`src/rtl/fifo_pkg.sv`:
```
// Shared pointer helpers for both sides of the async FIFO.
// Functions work on 32-bit vectors; callers truncate to their pointer width.
package fifo_pkg;

  localparam int MAX_PTR_W = 32;

  function automatic logic [MAX_PTR_W-1:0] b2g(input logic [MAX_PTR_W-1:0] b);
    return b ^ (b >> 1);
  endfunction

  // Upper bits are zero for narrower pointers, so the prefix XOR is width-agnostic.
  function automatic logic [MAX_PTR_W-1:0] g2b(input logic [MAX_PTR_W-1:0] g);
    logic [MAX_PTR_W-1:0] b;
    b = '0;
    b[MAX_PTR_W-1] = g[MAX_PTR_W-1];
    for (int i = MAX_PTR_W - 2; i >= 0; i--) begin
      b[i] = b[i+1] ^ g[i];
    end
    return b;
  endfunction

endpackage

```
`src/rtl/fifo_sync.sv`:
```
// Multi-flop synchronizer for Gray pointers crossing into this clock domain.
module fifo_sync #(
  parameter int WIDTH       = 5,
  parameter int SYNC_STAGES = 2
) (
  input  logic             clk,
  input  logic             srst,
  input  logic [WIDTH-1:0] d,
  output logic [WIDTH-1:0] q
);

  logic [WIDTH-1:0] stage_reg [SYNC_STAGES];

  generate
    for (genvar gi = 0; gi < SYNC_STAGES; gi++) begin : g_stage
      if (gi == 0) begin : g_first
        always_ff @(posedge clk) begin
          if (srst) stage_reg[gi] <= '0;
          else      stage_reg[gi] <= d;
        end
      end else begin : g_rest
        always_ff @(posedge clk) begin
          if (srst) stage_reg[gi] <= '0;
          else      stage_reg[gi] <= stage_reg[gi-1];
        end
      end
    end
  endgenerate

  assign q = stage_reg[SYNC_STAGES-1];

endmodule

```
`src/rtl/fifo_read_ctrl.sv`:
```
// Read-side pointer and flag controller of the async FIFO.
// Empty is computed from the post-read pointer so it is never optimistic.
module fifo_read_ctrl
  import fifo_pkg::*;
#(
  parameter int DEPTH       = 16,
  parameter int SYNC_STAGES = 2,
  parameter int AE_THRESH   = 2,
  localparam int ADDR_W     = $clog2(DEPTH),
  localparam int PTR_W      = ADDR_W + 1
) (
  input  logic              rclk,
  input  logic              rrst,
  input  logic              rden,
  input  logic [PTR_W-1:0]  wrptr,
  output logic [PTR_W-1:0]  rdptr,
  output logic [ADDR_W-1:0] raddr,
  output logic              rd_empty,
  output logic              rd_almost_empty,
  output logic [PTR_W-1:0]  rd_count,
  output logic              rd_underflow
);

  logic [PTR_W-1:0] rbin_reg;
  logic [PTR_W-1:0] rdptr_reg;
  logic             rd_empty_reg;
  logic             rd_almost_empty_reg;
  logic [PTR_W-1:0] rd_count_reg;
  logic             rd_underflow_reg;

  logic [PTR_W-1:0] q2_wptr;
  logic [PTR_W-1:0] wbin_s;
  logic             rd_accept;
  logic [PTR_W-1:0] rbin_next;
  logic [PTR_W-1:0] rgray_next;
  logic [PTR_W-1:0] rd_count_next;

  fifo_sync #(
    .WIDTH      (PTR_W),
    .SYNC_STAGES(SYNC_STAGES)
  ) u_wptr_sync (
    .clk (rclk),
    .srst(rrst),
    .d   (wrptr),
    .q   (q2_wptr)
  );

  always_comb begin
    wbin_s        = PTR_W'(g2b(MAX_PTR_W'(q2_wptr)));
    rd_accept     = rden & ~rd_empty_reg;
    rbin_next     = rbin_reg + {{(PTR_W-1){1'b0}}, rd_accept};
    rgray_next    = PTR_W'(b2g(MAX_PTR_W'(rbin_next)));
    rd_count_next = wbin_s - rbin_next;
  end

  always_ff @(posedge rclk) begin
    if (rrst) begin
      rbin_reg            <= '0;
      rdptr_reg           <= '0;
      rd_empty_reg        <= 1'b1;
      rd_almost_empty_reg <= 1'b1;
      rd_count_reg        <= '0;
      rd_underflow_reg    <= 1'b0;
    end else begin
      rbin_reg            <= rbin_next;
      rdptr_reg           <= rgray_next;
      rd_empty_reg        <= (rgray_next == q2_wptr);
      rd_almost_empty_reg <= (rd_count_next <= PTR_W'(AE_THRESH));
      rd_count_reg        <= rd_count_next;
      rd_underflow_reg    <= rd_underflow_reg | (rden & rd_empty_reg);
    end
  end

  assign rdptr           = rdptr_reg;
  assign raddr           = rbin_reg[ADDR_W-1:0];
  assign rd_empty        = rd_empty_reg;
  assign rd_almost_empty = rd_almost_empty_reg;
  assign rd_count        = rd_count_reg;
  assign rd_underflow    = rd_underflow_reg;

endmodule
```
`config.mk`:
```
export PLATFORM = sky130hd
export DESIGN_NAME = fifo_read_ctrl
export DESIGN_NICKNAME = d
export VERILOG_FILES = /design/src/rtl/fifo_pkg.sv /design/src/rtl/fifo_sync.sv /design/src/rtl/fifo_read_ctrl.sv
export SDC_FILE = /design/constraint.sdc
export NUM_CORES = 1
export LEC_CHECK = 0
export CAP_MARGIN = 15
export CORE_ASPECT_RATIO = 1.5
export CORE_UTILIZATION = 25
export DETAILED_ROUTE_END_ITERATION = 10
export GPL_TIMING_DRIVEN = 0
export SYNTH_ARGS = -nofsm -noshare
export SYNTH_HDL_FRONTEND = slang
export SYNTH_SLANG_ARGS = --single-unit
export TNS_END_PERCENT = 1
```
`constraint.sdc`:
```
create_clock -name rclk -period 4 [get_ports rclk]
set_input_delay 1 -clock rclk [delete_from_list [all_inputs] [get_ports rclk]]
set_output_delay 1 -clock rclk [all_outputs]
set_load 0.01 [all_outputs]
```
Word-level counts from Yosys, hierarchy flattened
Memory sizes are Yosys's and may differ from the RTL's.
Cells that the tools add are included.
{"block": "classes", "n_addsub": 2, "magnitude_cmp": 1, "n_eq_ne": 1, "n_mux": 5, "bitwise": 11}
{"cell": "$mux 5", "n": 2}
{"cell": "$add 5x1->5", "n": 1}
{"cell": "$eq 5x5->1", "n": 1}
{"cell": "$le 5x2->1 const B", "n": 1}
{"cell": "$sub 5x5->5", "n": 1}
{"cell": "$xor 5x4->5", "n": 1}
{"cell": "$xor 1x1->1", "n": 4}
{"cell": "$mux 1", "n": 3}
{"cell": "$or 1x1->1", "n": 3}
{"cell": "$and 1x1->1", "n": 2}
{"cell": "$not 1->1", "n": 1}
{"block": "totals", "register_bits": 18, "mem_bits_rw": 10, "in_bits": 8, "out_inout_bits": 17, "memories": 1}
{"name": "u_wptr_sync.stage_reg", "depth": 2, "width": 5, "read_ports": 2, "rd_clocked_by_memory_dff": 0, "write_ports": 2, "line": "fifo_sync.sv:12", "text": "logic [WIDTH-1:0] stage_reg [SYNC_STAGES];"}

Depth between registers and ports, before layout
{"block": "logic_depth", "ltp_word": 6, "mapped_depth": 10}

Cells and area by module
Synthesis repeated with hierarchy kept, for this count alone.
{"block": "hier_totals", "cells_unflattened": 110, "hier_area_um2": 1189.9}
{"mod": "fifo_read_ctrl", "n_inst": 1, "cells_each": 90, "area_per_inst_um2": 927.1, "seq_area_each_um2": 340.3}
{"mod": "fifo_sync", "n_inst": 1, "cells_each": 20, "area_per_inst_um2": 262.8, "seq_area_each_um2": 200.2}

Worst setup path after synthesis
No wires, ideal clock.
{"block": "synth_timing", "kind": "input -> register", "from": "input port rden", "to": "register rd_almost_empty_reg, in the netlist rd_almost_empty", "arrival_time_ns": 3.074, "t_required_ns": 3.888, "setup_slack_ns": 0.814, "cell_stages": 9, "path_buffers": 0, "path_cell_list": "nor2b_1 -> ha_1 -> nand3_1 -> xor2_1 -> ha_1 -> and2_1 -> a221o_1 -> xnor2_1 -> a2111oi_1"}
{"block": "synth_between", "elab_chain_len": 4}
{"element": "start, declared", "line": "fifo_read_ctrl.sv:14", "text": "input logic rden,"}
{"element": "$and 1x1->1", "line": "fifo_read_ctrl.sv:50", "text": "rd_accept = rden & ~rd_empty_reg;"}
{"element": "$add 5x1->5", "line": "fifo_read_ctrl.sv:51", "text": "rbin_next = rbin_reg + {{(PTR_W-1){1'b0}}, rd_accept};"}
{"element": "$sub 5x5->5", "line": "fifo_read_ctrl.sv:53", "text": "rd_count_next = wbin_s - rbin_next;"}
{"element": "$le 5x2->1", "line": "fifo_read_ctrl.sv:68", "text": "rd_almost_empty_reg <= (rd_count_next <= PTR_W'(AE_THRESH));"}
{"element": "end signal, assigned", "line": "fifo_read_ctrl.sv:68"}
{"element": "end, declared", "line": "fifo_read_ctrl.sv:27", "text": "logic rd_almost_empty_reg;"}
Every way passes these cells.
A chain may end at the register's enable or synchronous reset.

Final worst setup path
Same ends and word-level chain as after synthesis.

==> run_results.csv <==
group,metric,value,unit
cts,cts_buffers,3,
setup_path,startpoint_type,"input pin",
worst_hold_path,worstHoldStart,"u_wptr_sync.stage_reg[0][2]$_SDFF_PP0_",
finish,fin_area,1580,sq um
global_route,first_global_vias,875,
die,die_x,58.8,microns
cts,cts_sinks,27,
logic_synthesis,yosysWarnings,0,
timing,skew,0.00467,ns
setup_path,cpPeakStageDelay,0.48,ns
routing,viasPerCell,4.00,
finish,final_common_cell,"dfxtp_1",
finish,final_util,0.344,
setup_path,critical_path_class,"in2reg",
cts,ctsRootBufferMaster,"clkbuf_8",
place,port_buffers,24,
finish,syn_to_final_growth,30.2,%
power,p_total,0.000601,W
power,p_sw_frac,0.255,
timing,setup_violations,0,
timing,relSlewSlack,0.643,
setup_path,critPathLaunch,"rden",
setup_path,crit_arrival,3.79,ns
power,p_int,0.000447,W
timing,post-route-period-util,0.905,
setup_path,cp_cell_sequence,"clkdlybuf4s50_1 > nor2b_1 > ha_1 > nand3_1 > xor2_1 > ha_1 > and2_1 > a221o_1 > xnor2_1 > a2111oi_1",
timing,timing.final.ws_setup,0.378,ns
worst_hold_path,holdCritPathClass,"reg2reg",
power,power_switching,0.000153,W
finish,mostFrequentLayoutCells,"27 x dfxtp_1, 24 x clkdlybuf4s50_1, 15 x nor2b_1, 14 x xnor2_1, 11 x nor2_1",
routing,ant_nets,0,
finish,drive_gt1_frac,0.0643,
power,pwr_density_cell,381,nW/um^2
logic_synthesis,synth_cells,112,
place,hpwl,1710,microns
power,ir_worst_vdd,0.000203,V
cts,htree_num_levels,1,
timing,setup_tns,0,ns
finish,nNetsFinal,156,
die,coreArea,4580,sq um
power,clkPwrFrac,0.255,
global_route,grt_start_max_net_pins,15,
global_route,grt_pass1_wl,3610,microns
timing,max_freq,276,MHz
setup_path,r2r_start,"u_wptr_sync.stage_reg[1][4]$_SDFF_PP0_",
power,p_leak,0.606,nW
logic_synthesis,synth_edf_count,0,
setup_path,slowest_stage,"clkdlybuf4s50_1",
setup_path,path_delay_family,"compound AO/OA/AOI/OAI gates",
routing,drcViolationCount,0,
die,dieArea,5130,sq um
timing,worstMarginPinSlew,0.535,ns
timing,rsz0062_at_grt,"no",
cts,clockBufferDepth,2,
setup_path,crit_buf_inv,1,
die,initial_utilization,0.264,
die,row_count,30,
cts,clk_pin_slew_worst_paths,0.09,ns
logic_synthesis,ys_types,31,
routing,vias,817,
place,place_congestion,0.801,
cts,cts_tree,"done",
setup_path,cpMostUsedCell,"ha_1",
timing,hold_viol,0,
cts,post-cts-setup-buffer-count,0,
setup_path,worstPathRequired,4.17,ns
routing,drt-initial-drc-count,4,
routing,totalWireLength,2160,microns
routing,dr.pass1.iters,2,
timing,min_period,3.62,ns
logic_synthesis,synth_seq_cells,27,
logic_synthesis,netlist_area,1210,sq um
cts,cts-hold-fix-buffers,0,
logic_synthesis,syn_area_per_cell,10.8,sq um
setup_path,end_kind,"register",
logic_synthesis,ys_async_sr_fraction,0,
finish,diodes,0,
power,seq_power_share,0.506,
place,post_dp_cell_area,1530,sq um
run_status,status,"complete, no violations",
logic_synthesis,synth_fp_nets,127,
global_route,grt_remaining_overflow,0,
timing,slew_violations,0,
logic_synthesis,yosysSeqAreaShare,0.446,
power,comb_power_share,0.239,
logic_synthesis,synth_ff_type,"dfxtp_1",
cts,clock_latency,0.27,ns
die,io_pins,25,
finish,largest_reg_flops,10,
cts,cts_resized,0,
place,post-place-ws,0.0509,ns
setup_path,path_max_fanout,6,
routing,routedWlPerCell,10.6,microns
global_route,antenna_found_initial,0,
global_route,grt_usage,0.0957,
die,die_h,87.2,microns
flow_run,cap_viol_max_count,0,
## synth_stat cells, types with 2 or more instances
library cell | count | area share
and2_1 | 4 | 0.021
clkbuf_1 | 2 | 0.0062
dfxtp_1 | 27 | 0.45
ha_1 | 6 | 0.062
inv_1 | 3 | 0.0093
nand3_1 | 2 | 0.0083
nor2_1 | 11 | 0.034
nor2b_1 | 15 | 0.077
xnor2_1 | 14 | 0.10
xnor2_2 | 2 | 0.027
xor2_1 | 6 | 0.043
## per-stage QoR
step	hold slack [ns]	instances
floorplan	0.414	112
finish	0.448	204
CTS	0.448	204
global route	0.459	204
global placement	0.419	200
detailed placement	0.426	200
## final timing paths
check / endpoint / slack, ns / cells after the start
hold reg to reg: u_wptr_sync.stage_reg[1][2]$_SDFF_PP0_ / 0.45 / 1
setup / recovery: rd_almost_empty$_SDFF_PP1_ / 0.38 / 10
setup reg to reg: rd_almost_empty$_SDFF_PP1_ / 0.88 / 10
hold / removal: u_wptr_sync.stage_reg[1][2]$_SDFF_PP0_ / 0.45 / 1
## metal layers
| layer | GRT usage | share of wire |
|---|---|---|
| met5 | 0 | 0 |
| met4 | 0.0714 | 0.019 |
| met3 | 0.0149 | 0.034 |
| met2 | 0.178 | 0.55 |
| met1 | 0.0910 | 0.40 |
## power by group through the flow
stage / combinational [W] / clock (W) / sequential [W]
after floorplan: 0.0000732 / 0 / 0.000319
after global placement: 0.000144 / 0 / 0.000309
after detailed placement: 0.000145 / 0 / 0.000310
after CTS: 0.000147 / 0.000159 / 0.000305
after global routing: 0.000162 / 0.000167 / 0.000306
final: 0.000143 / 0.000153 / 0.000304
## cell type report
type | count | area, sq um
Clock buffer | 4 | 45.0
Timing Repair Buffer | 24 | 240
Multi-Input combinational cell | 78 | 633
Fill cell | 501 | 3000
Sequential cell | 27 | 541
Tap cell | 64 | 80.1
Inverter | 3 | 11.3
Buffer | 4 | 26.3
## cells by family after synthesis
kind of cell    Yosys count  share of synthesized area
xor+xnor                 24                      0.212
compound gates            9                     0.0568
flops                    27                      0.446
simple gates             38                      0.176
buf+inv                   7                     0.0310
fa+ha+maj                 7                     0.0785
## worst register-to-register path: cells and delay by family, from the launching register on
kind,cells,cell delay [ns]
AO/OA/AOI/OAI,2,0.69
XOR/XNOR,4,1.14
adder cells (fa/ha/maj),2,0.59
buffers and inverters,1,0.06
flip-flops,1,0.38
AND/OR/NAND/NOR,1,0.16
Power figures use the tool's default switching activity.
